`src/rtl/iomem_pkg.sv`:
```
// Shared types and constants for the iomem bus arbiter and its helpers.
// Latency: n/a (types and constants only).
// Backpressure: n/a.
package iomem_pkg;

    localparam int unsigned IOMEM_AW = 32;
    localparam int unsigned IOMEM_DW = 32;
    localparam int unsigned IOMEM_SW = 4;

    // Peripheral base: the upper address byte selects the peripheral.
    localparam logic [7:0] GPIO_BASE = 8'h03;

    typedef enum logic [2:0] {
        ST_IDLE = 3'd0,
        ST_GNT0 = 3'd1,
        ST_GNT1 = 3'd2,
        ST_ERR0 = 3'd3,
        ST_ERR1 = 3'd4
    } iomem_state_e;

    // Request payload that travels alongside a valid.
    typedef struct packed {
        logic [IOMEM_AW-1:0] addr;
        logic [IOMEM_DW-1:0] wdata;
        logic [IOMEM_SW-1:0] wstrb;
    } iomem_req_t;

endpackage

```
`src/rtl/iomem_watchdog.sv`:
```
// Stall watchdog: counts enabled cycles and flags the cycle that would reach the limit.
// Latency: expired is combinational from the count and en.
// Backpressure: none; the count saturates at the limit, and a limit of 0 never expires.
module iomem_watchdog #(
    parameter int unsigned TIMEOUT_CYCLES = 255
) (
    input  logic clk,
    input  logic resetn,
    input  logic clr,
    input  logic en,
    output logic expired
);

    localparam int unsigned CW = (TIMEOUT_CYCLES > 0) ? $clog2(TIMEOUT_CYCLES + 1) : 1;
    localparam logic [CW-1:0] LIMIT = CW'(TIMEOUT_CYCLES);
    localparam logic [CW-1:0] LAST  = CW'(TIMEOUT_CYCLES - 1);

    logic [CW-1:0] cnt;

    // Saturating stall counter, zeroed whenever the owner is not waiting.
    always_ff @(posedge clk) begin
        if (!resetn) begin
            cnt <= '0;
        end else if (clr) begin
            cnt <= '0;
        end else if (en && (cnt != LIMIT)) begin
            cnt <= cnt + CW'(1);
        end
    end

    // Fire in the stalled cycle whose increment would reach the limit, so the
    // owner can hand over to its error state without spending one more cycle.
    assign expired = (TIMEOUT_CYCLES != 0) && en && (cnt == LAST);

endmodule

```
`src/rtl/iomem_arbiter.sv`:
```
// Two-master round-robin arbiter onto one iomem slave, with a stall watchdog.
// Latency: one cycle from request in IDLE to s_valid; ready is passed through combinationally.
// Backpressure: a master waits on ready; a stalled slave is cut off with an error word.
module iomem_arbiter
    import iomem_pkg::*;
#(
    parameter int unsigned TIMEOUT_CYCLES = 255,
    parameter logic [31:0] ERR_RDATA      = 32'hDEAD_BEEF
) (
    input  logic                clk,
    input  logic                resetn,
    input  logic                m0_valid,
    output logic                m0_ready,
    input  logic [IOMEM_AW-1:0] m0_addr,
    input  logic [IOMEM_DW-1:0] m0_wdata,
    input  logic [IOMEM_SW-1:0] m0_wstrb,
    output logic [IOMEM_DW-1:0] m0_rdata,
    input  logic                m1_valid,
    output logic                m1_ready,
    input  logic [IOMEM_AW-1:0] m1_addr,
    input  logic [IOMEM_DW-1:0] m1_wdata,
    input  logic [IOMEM_SW-1:0] m1_wstrb,
    output logic [IOMEM_DW-1:0] m1_rdata,
    output logic                s_valid,
    input  logic                s_ready,
    output logic [IOMEM_AW-1:0] s_addr,
    output logic [IOMEM_DW-1:0] s_wdata,
    output logic [IOMEM_SW-1:0] s_wstrb,
    input  logic [IOMEM_DW-1:0] s_rdata,
    output logic                timeout_flag,
    output logic                timeout_master,
    input  logic                timeout_clr
);

    iomem_state_e state_q, state_d;
    logic         last_grant_q;
    logic         in_gnt;
    logic         wd_expired;
    iomem_req_t   m0_req, m1_req, s_req;

    assign m0_req = '{addr: m0_addr, wdata: m0_wdata, wstrb: m0_wstrb};
    assign m1_req = '{addr: m1_addr, wdata: m1_wdata, wstrb: m1_wstrb};

    assign s_addr  = s_req.addr;
    assign s_wdata = s_req.wdata;
    assign s_wstrb = s_req.wstrb;

    assign in_gnt = (state_q == ST_GNT0) || (state_q == ST_GNT1);

    iomem_watchdog #(
        .TIMEOUT_CYCLES(TIMEOUT_CYCLES)
    ) u_watchdog (
        .clk    (clk),
        .resetn (resetn),
        .clr    (!in_gnt),
        .en     (in_gnt && !s_ready),
        .expired(wd_expired)
    );

    // State, round-robin pointer and sticky timeout status.
    always_ff @(posedge clk) begin
        if (!resetn) begin
            state_q        <= ST_IDLE;
            last_grant_q   <= 1'b1;
            timeout_flag   <= 1'b0;
            timeout_master <= 1'b0;
        end else begin
            state_q <= state_d;
            if (state_q == ST_IDLE && state_d == ST_GNT0) begin
                last_grant_q <= 1'b0;
            end else if (state_q == ST_IDLE && state_d == ST_GNT1) begin
                last_grant_q <= 1'b1;
            end
            // A timeout landing together with a clear must not be lost.
            if (state_q == ST_ERR0 || state_q == ST_ERR1) begin
                timeout_flag   <= 1'b1;
                timeout_master <= (state_q == ST_ERR1);
            end else if (timeout_clr) begin
                timeout_flag <= 1'b0;
            end
        end
    end

    // Next-state decode and the request/response muxes for the current owner.
    always_comb begin
        state_d  = state_q;
        s_valid  = 1'b0;
        s_req    = '0;
        m0_ready = 1'b0;
        m0_rdata = '0;
        m1_ready = 1'b0;
        m1_rdata = '0;
        case (state_q)
            ST_IDLE: begin
                if (m0_valid && (!m1_valid || last_grant_q)) begin
                    state_d = ST_GNT0;
                end else if (m1_valid) begin
                    state_d = ST_GNT1;
                end
            end
            ST_GNT0: begin
                s_valid  = m0_valid;
                s_req    = m0_req;
                m0_ready = s_ready && m0_valid;
                m0_rdata = s_rdata;
                if (!m0_valid || s_ready) begin
                    state_d = ST_IDLE;
                end else if (wd_expired) begin
                    state_d = ST_ERR0;
                end
            end
            ST_GNT1: begin
                s_valid  = m1_valid;
                s_req    = m1_req;
                m1_ready = s_ready && m1_valid;
                m1_rdata = s_rdata;
                if (!m1_valid || s_ready) begin
                    state_d = ST_IDLE;
                end else if (wd_expired) begin
                    state_d = ST_ERR1;
                end
            end
            ST_ERR0: begin
                m0_ready = 1'b1;
                m0_rdata = ERR_RDATA;
                state_d  = ST_IDLE;
            end
            ST_ERR1: begin
                m1_ready = 1'b1;
                m1_rdata = ERR_RDATA;
                state_d  = ST_IDLE;
            end
            default: begin
                state_d = ST_IDLE;
            end
        endcase
    end

endmodule

```
`config.mk`:
```
export PLATFORM = sky130hd
export DESIGN_NAME = iomem_arbiter
export DESIGN_NICKNAME = d
export VERILOG_FILES = /design/src/rtl/iomem_pkg.sv /design/src/rtl/iomem_watchdog.sv /design/src/rtl/iomem_arbiter.sv
export SDC_FILE = /design/constraint.sdc
export NUM_CORES = 1
export LEC_CHECK = 0
export CORE_AREA = 3 3 121 123
export DETAILED_ROUTE_END_ITERATION = 10
export DIE_AREA = 0 0 124 126
export DONT_BUFFER_PORTS = 1
export PLACE_DENSITY_LB_ADDON = 0.12
export SETUP_SLACK_MARGIN = 0.1
export SLEW_MARGIN = 10
export SYNTH_ARGS = -nofsm -noshare
export SYNTH_HDL_FRONTEND = slang
export SYNTH_SLANG_ARGS = --single-unit
export TNS_END_PERCENT = 100
```
`constraint.sdc`:
```
create_clock -name clk -period 1.8 [get_ports clk]
set_input_delay 0.36 -clock clk [delete_from_list [all_inputs] [get_ports clk]]
set_output_delay 0.36 -clock clk [all_outputs]
set_load 0.1 [all_outputs]
```
Word level (Yosys, flattened, before mapping)
Cells that the tools add are included.
{ "word_totals": {"register_bits": 14, "input_bits": 174} }
{ "op_classes": {"n_addsub": 1, "eq_ne": 8, "n_mux": 17, "reduce_logical": 20} }
{ "op_table": {"columns": ["op", "count"], "rows": [
  ["68-bit one-hot mux with 2 select lines", 1],
  ["32-bit one-hot mux with 2 select lines", 2],
  ["3-bit two-way mux", 6],
  ["3-bit by 2-bit == test with 1-bit output, second input constant", 3],
  ["3-bit one-hot mux with 3 select lines", 1],
  ["8-bit by 1-bit adder with 8-bit output, second input constant", 1],
  ["8-bit == test, second input constant", 1],
  ["1-bit logical AND", 8],
  ["8-bit != test, second input constant", 1],
  ["3-bit by 1-bit == test with 1-bit output, second input constant", 2],
  ["1-bit one-hot mux with 2 select lines", 3],
  ["1-bit logical OR", 5],
  ["1-bit two-way mux", 4],
  ["2-bit nonzero test", 2],
  ["3-bit == test, second input constant", 1],
  ["1-bit zero test", 3],
  ["3-bit zero test", 1],
  ["2-bit AND reduction", 1]
]} }

Longest topological paths before layout
Gate-level depths: netlist (run 1).
{ "logic_depth": {"ltp_word": 11, "mapped_depth": 6} }

Hierarchy
A second synthesis (run 1) with hierarchy kept.
{ "unflattened": {"hier_cells": 280, "hier_area_um2": 2062.0} }
{ "modules_own_cells": {"columns": ["module", "n_inst", "cells_per_inst", "area_per_inst_um2"], "rows": [
  ["iomem_arbiter", 1, 230, 1590.3],
  ["iomem_watchdog", 1, 50, 471.7]
]} }

Worst setup path before layout (run 1)
OpenSTA, ideal clock, no wires.
{ "synth_timing": {"path_type": "flip-flop to output port", "from": "register state_q[1]", "to": "output port m0_rdata[0]", "t_arrival_ns": 2.292, "t_required_ns": 1.440, "slack_ns": -0.852, "path_stages_with_launch": 5, "path_buffers": 2, "path_cell_list": "dfxtp_1 > clkbuf_1 > buf_1 > nor2_1 > nor2_1"} }
{ "synth_via": {"elab_chain_cells": 2} }
{ "synth_lines": {"columns": ["element", "line_no", "rtl"], "rows": [
  ["from (decl)", "iomem_arbiter.sv:35", "iomem_state_e state_q, state_d;"],
  ["from (signal assigned)", "iomem_arbiter.sv:68", "state_q <= state_d;"],
  ["3-bit by 2-bit == test with 1-bit output or 3-bit by 1-bit == test with 1-bit output (tied branches)", "iomem_arbiter.sv:93", "case (state_q)"],
  ["32-bit one-hot mux with 2 select lines (*)", "iomem_arbiter.sv:93", null],
  ["to (decl)", "iomem_arbiter.sv:17", "output logic [IOMEM_DW-1:0] m0_rdata,"]
]} }
Every way passes the cells marked *; elsewhere a longest branch is shown, timed or not.

Worst setup path after layout (run 1)
{ "layout_timing": {"from": "register state_q[0]", "to": "output port s_wstrb[0]"} }
{ "layout_via": {"elab_chain_cells": 2} }
{ "layout_lines": {"columns": ["element", "line_no", "rtl"], "rows": [
  ["3-bit by 2-bit == test with 1-bit output or 3-bit by 1-bit == test with 1-bit output (tied branches)", "iomem_arbiter.sv:93", null],
  ["68-bit one-hot mux with 2 select lines (*)", "iomem_arbiter.sv:93", null],
  ["to (decl)", "iomem_arbiter.sv:28", "output logic [IOMEM_SW-1:0] s_wstrb,"]
]} }
Marks and branches as above.

==> reports/results.ini, run 1 <==
[route]
initialDrtViolationCount = 99
drcViolationCount = 0
detail-route-antenna-nets = 0
routedWlPerCell_um = 24.6
first_pass_iters = 3
via_per_inst = 4.89
routed_wl_mm = 13.0
vias = 2583

[synthesis]
yosysTopAreaCellShare_pct = 30.9
yosysSeqAreaShare_pct = 14.3
yosysMostFrequentCell = a22o_1
ys_types = 44
synth_cells = 276
yosysWarnings = 0
synth-edff-count = 0
ys.flop_type = dfxtp_1
synth-async-reset-ratio_pct = 0
ys_top_cells_by_area = a22o_1 31%, dfxtp_1 14%, nor2_1 11%
syn-cell-area_um2 = 1960
synth.avg_cell_area_um2 = 7.09
synth_nets = 452
ys_seq_elements = 14
synth_largest_area_cell = a22o_1
synthTopCellsByCount = 69 x a22o_1, 58 x nor2_1, 24 x a21o_1

[clocking]
clkSlewWorstSetupHoldPaths_ps = 50
clock_latency_ps = 240
cts_made_buffers = 3
cts_htree_levels = 1
cts_buffer_depth = 2
clock-root-buffer = clkbuf_16
clock-sinks = 14
tritoncts = done

[power]
powerDensity_nw_per_um2 = 718
pwr-share-clk_pct = 11.8
switchingPower_mw = 2.10
irDropWorstVdd_v = 0.000395
switching_share_pct = 59.5
comb_power_share_pct = 79.0
seqPwrFrac_pct = 9.1
intPower_mw = 1.43
p_leak_nw = 2.12
p_total_mw = 3.54

[critical_path]
cp_max_fo = 8
r2r_end = state_q[1]$_SDFF_PN0_
crit_path_start = state_q[0]$_SDFF_PN0_
setup.worst_path.start_class = register
endpoint = s_wstrb[0]
slowest_stage = dfxtp_4
crit_required_ps = 1440
worstRegToRegCells = 8
crit_arrival_ps = 1620
crit_type = reg2out
critPathMaxStageDelay_ps = 360
crit_path_frequent_cell = buf_12
reg2reg_slack_ps = -80
cp-end-kind = primary output
r2r_start = state_q[1]$_SDFF_PN0_
path_cells = nor3b_4 > buf_6 > buf_12 > clkbuf_16 > a22o_4 > buf_12

[timing]
max_freq_ghz = 0.504
post-route-period-util_pct = 110
setup_viol = 112
rsz0062_at_grt = yes
final.setup_skew_ps = 2.03
tns_ps = -15260
hold_viol_final = 0
slew-limit-headroom_pct = 75.9
finalCriticalPeriod_ps = 1980
setup_slack_ps = -184
finalMaxSlewViolations = 0
whs_ps = 203
worst_pin_slew_ps = 359

[placed_design]
dp.cells = 496
dpl_cell_area_um2 = 4100
io_buffers = 0
place_congestion = 0.769
pre_cts_ws_ps = -51.9
dpl.hpwl_mm = 9.88

[outcome]
outcome = finished, violations left
failed_checks = negative setup slack

[cells_and_area]
layoutNonFillerInstCount = 528
layout-drive-gt1-share_pct = 74.4
fin_area_um2 = 4930
diodes = 0
final_util_pct = 35.8
syn2layout_area_growth_pct = 152
fin_nets = 526

[hold_path]
hp-class = in2reg

[floorplanning]
std_cell_rows = 43
die_y_um = 126
core_um2 = 13800
die_w_um = 124
start_util_pct = 14.2
dieArea_um2 = 15600
io_pins = 311

[global_route]
grt_pass1_wl_mm = 16.6
antenna_found_initial = 0
first_global_vias = 2584
grt_max_degree = 26
grtUsageTotal_pct = 14.0
grt_overflow = 0

[job]
maxCapViolCount = 0

how the worst min path moves through the flow:
stage	start	endpoint	slack [ps]	cells after the start
after floorplan	resetn	last_grant_q$_SDFFE_PN1P_	440	1
after global placement	resetn	last_grant_q$_SDFFE_PN1P_	450	1
after detailed placement	resetn	last_grant_q$_SDFFE_PN1P_	450	1
after CTS	resetn	last_grant_q$_SDFFE_PN1P_	200	1
after global routing	resetn	last_grant_q$_SDFFE_PN1P_	210	1
final	resetn	last_grant_q$_SDFFE_PN1P_	200	1
routing by layer:
layer | global-route usage [%] | share of wire [%] | vias up
li1 | - | - | 1187
met1 | 16.5 | 39 | 1239
met2 | 25.5 | 51 | 155
met3 | 4.76 | 9.3 | 2
met4 | 0.838 | 0.32 | 0
met5 | 0 | 0 | -
state kept, by name (all words and copies together), names as in the netlist:
name            count
timeout_flag        1
timeout_master      1
state_q             3
last_grant_q        1
u_watchdog.cnt      8
critical path, delay by kind of cell, from the launching register on:
family                 cells  cell delay [ps]
flip-flops                 1              360
AND/OR/NAND/NOR            1              150
AO/OA/AOI/OAI              1              270
buffers and inverters      4              600
power by group through the flow:
| stage | combinational, mW | sequential (mW) | clock [mW] |
|---|---|---|---|
| 6_report | 2.80 | 0.323 | 0.419 |
| 5_1_grt | 2.87 | 0.324 | 0.447 |
| 4_1_cts | 2.69 | 0.323 | 0.427 |
| 3_5_place_dp | 2.54 | 0.331 | 0 |
| 3_3_place_gp | 2.54 | 0.331 | 0 |
| 2_1_floorplan | 2.18 | 0.332 | 0 |
layout by cell type (no fill, tap or decap), drive strengths merged, types with 2 or more instances in the layout:
master	n
nand3b	2
a21o	24
nand2	5
o21ai	5
and4	2
and2	17
a211oi	2
clkbuf	11
a22o	69
ha	2
xnor2	3
nor3	3
nor4	2
nor3b	2
or3	2
bufbuf	3
a21oi	4
nand4	3
dfxtp	14
nor2	58
a21boi	2
nand3	3
inv	4
buf	89
o21a	2
and3	2
cells by family after synthesis:
group | Yosys count | synth area share [%]
AND/OR/NAND/NOR | 105 | 26.3
flip-flops | 14 | 14.3
buffers and inverters | 35 | 7.74
adder cells (fa/ha/maj) | 2 | 1.28
XOR/XNOR | 3 | 1.34
AO/OA/AOI/OAI | 115 | 47.9
multiplexers | 2 | 1.09
area by class of cell:
class	count	area, um^2
Sequential cell	14	292
Fill cell	1353	8850
Tap cell	180	225
Inverter	4	15.0
Clock buffer	3	75.1
Multi-Input combinational cell	227	2650
Timing Repair Buffer	100	1670
repair_timing:
| item | CTS | global route |
|---|---|---|
| hold endpoints to repair | 0 | 0 |
| endpoints found under the setup margin | 141 | 145 |
| pin swaps | 20 | 31 |
| setup buffers | 8 | 4 |
| hold buffers | 0 | 0 |
| gates resized for setup | 25 | 26 |
| gates cloned | 7 | 10 |
No activity file was read; power rests on OpenSTA's default activity.
==> inputs of run 2 (changes only) <==
--- a/config.mk
+++ b/config.mk
@@ -5,7 +5,9 @@
 export SDC_FILE = /design/constraint.sdc
 export NUM_CORES = 1
 export LEC_CHECK = 0
+export ABC_CLOCK_PERIOD_IN_PS = 1800
 export CORE_AREA = 3 3 121 123
+export CTS_CLUSTER_DIAMETER = 60
 export DETAILED_ROUTE_END_ITERATION = 10
 export DIE_AREA = 0 0 124 126
 export DONT_BUFFER_PORTS = 1
==> results of run 2 <==
Same layout as run 1: the final DEF is identical, and so are final timing and power.
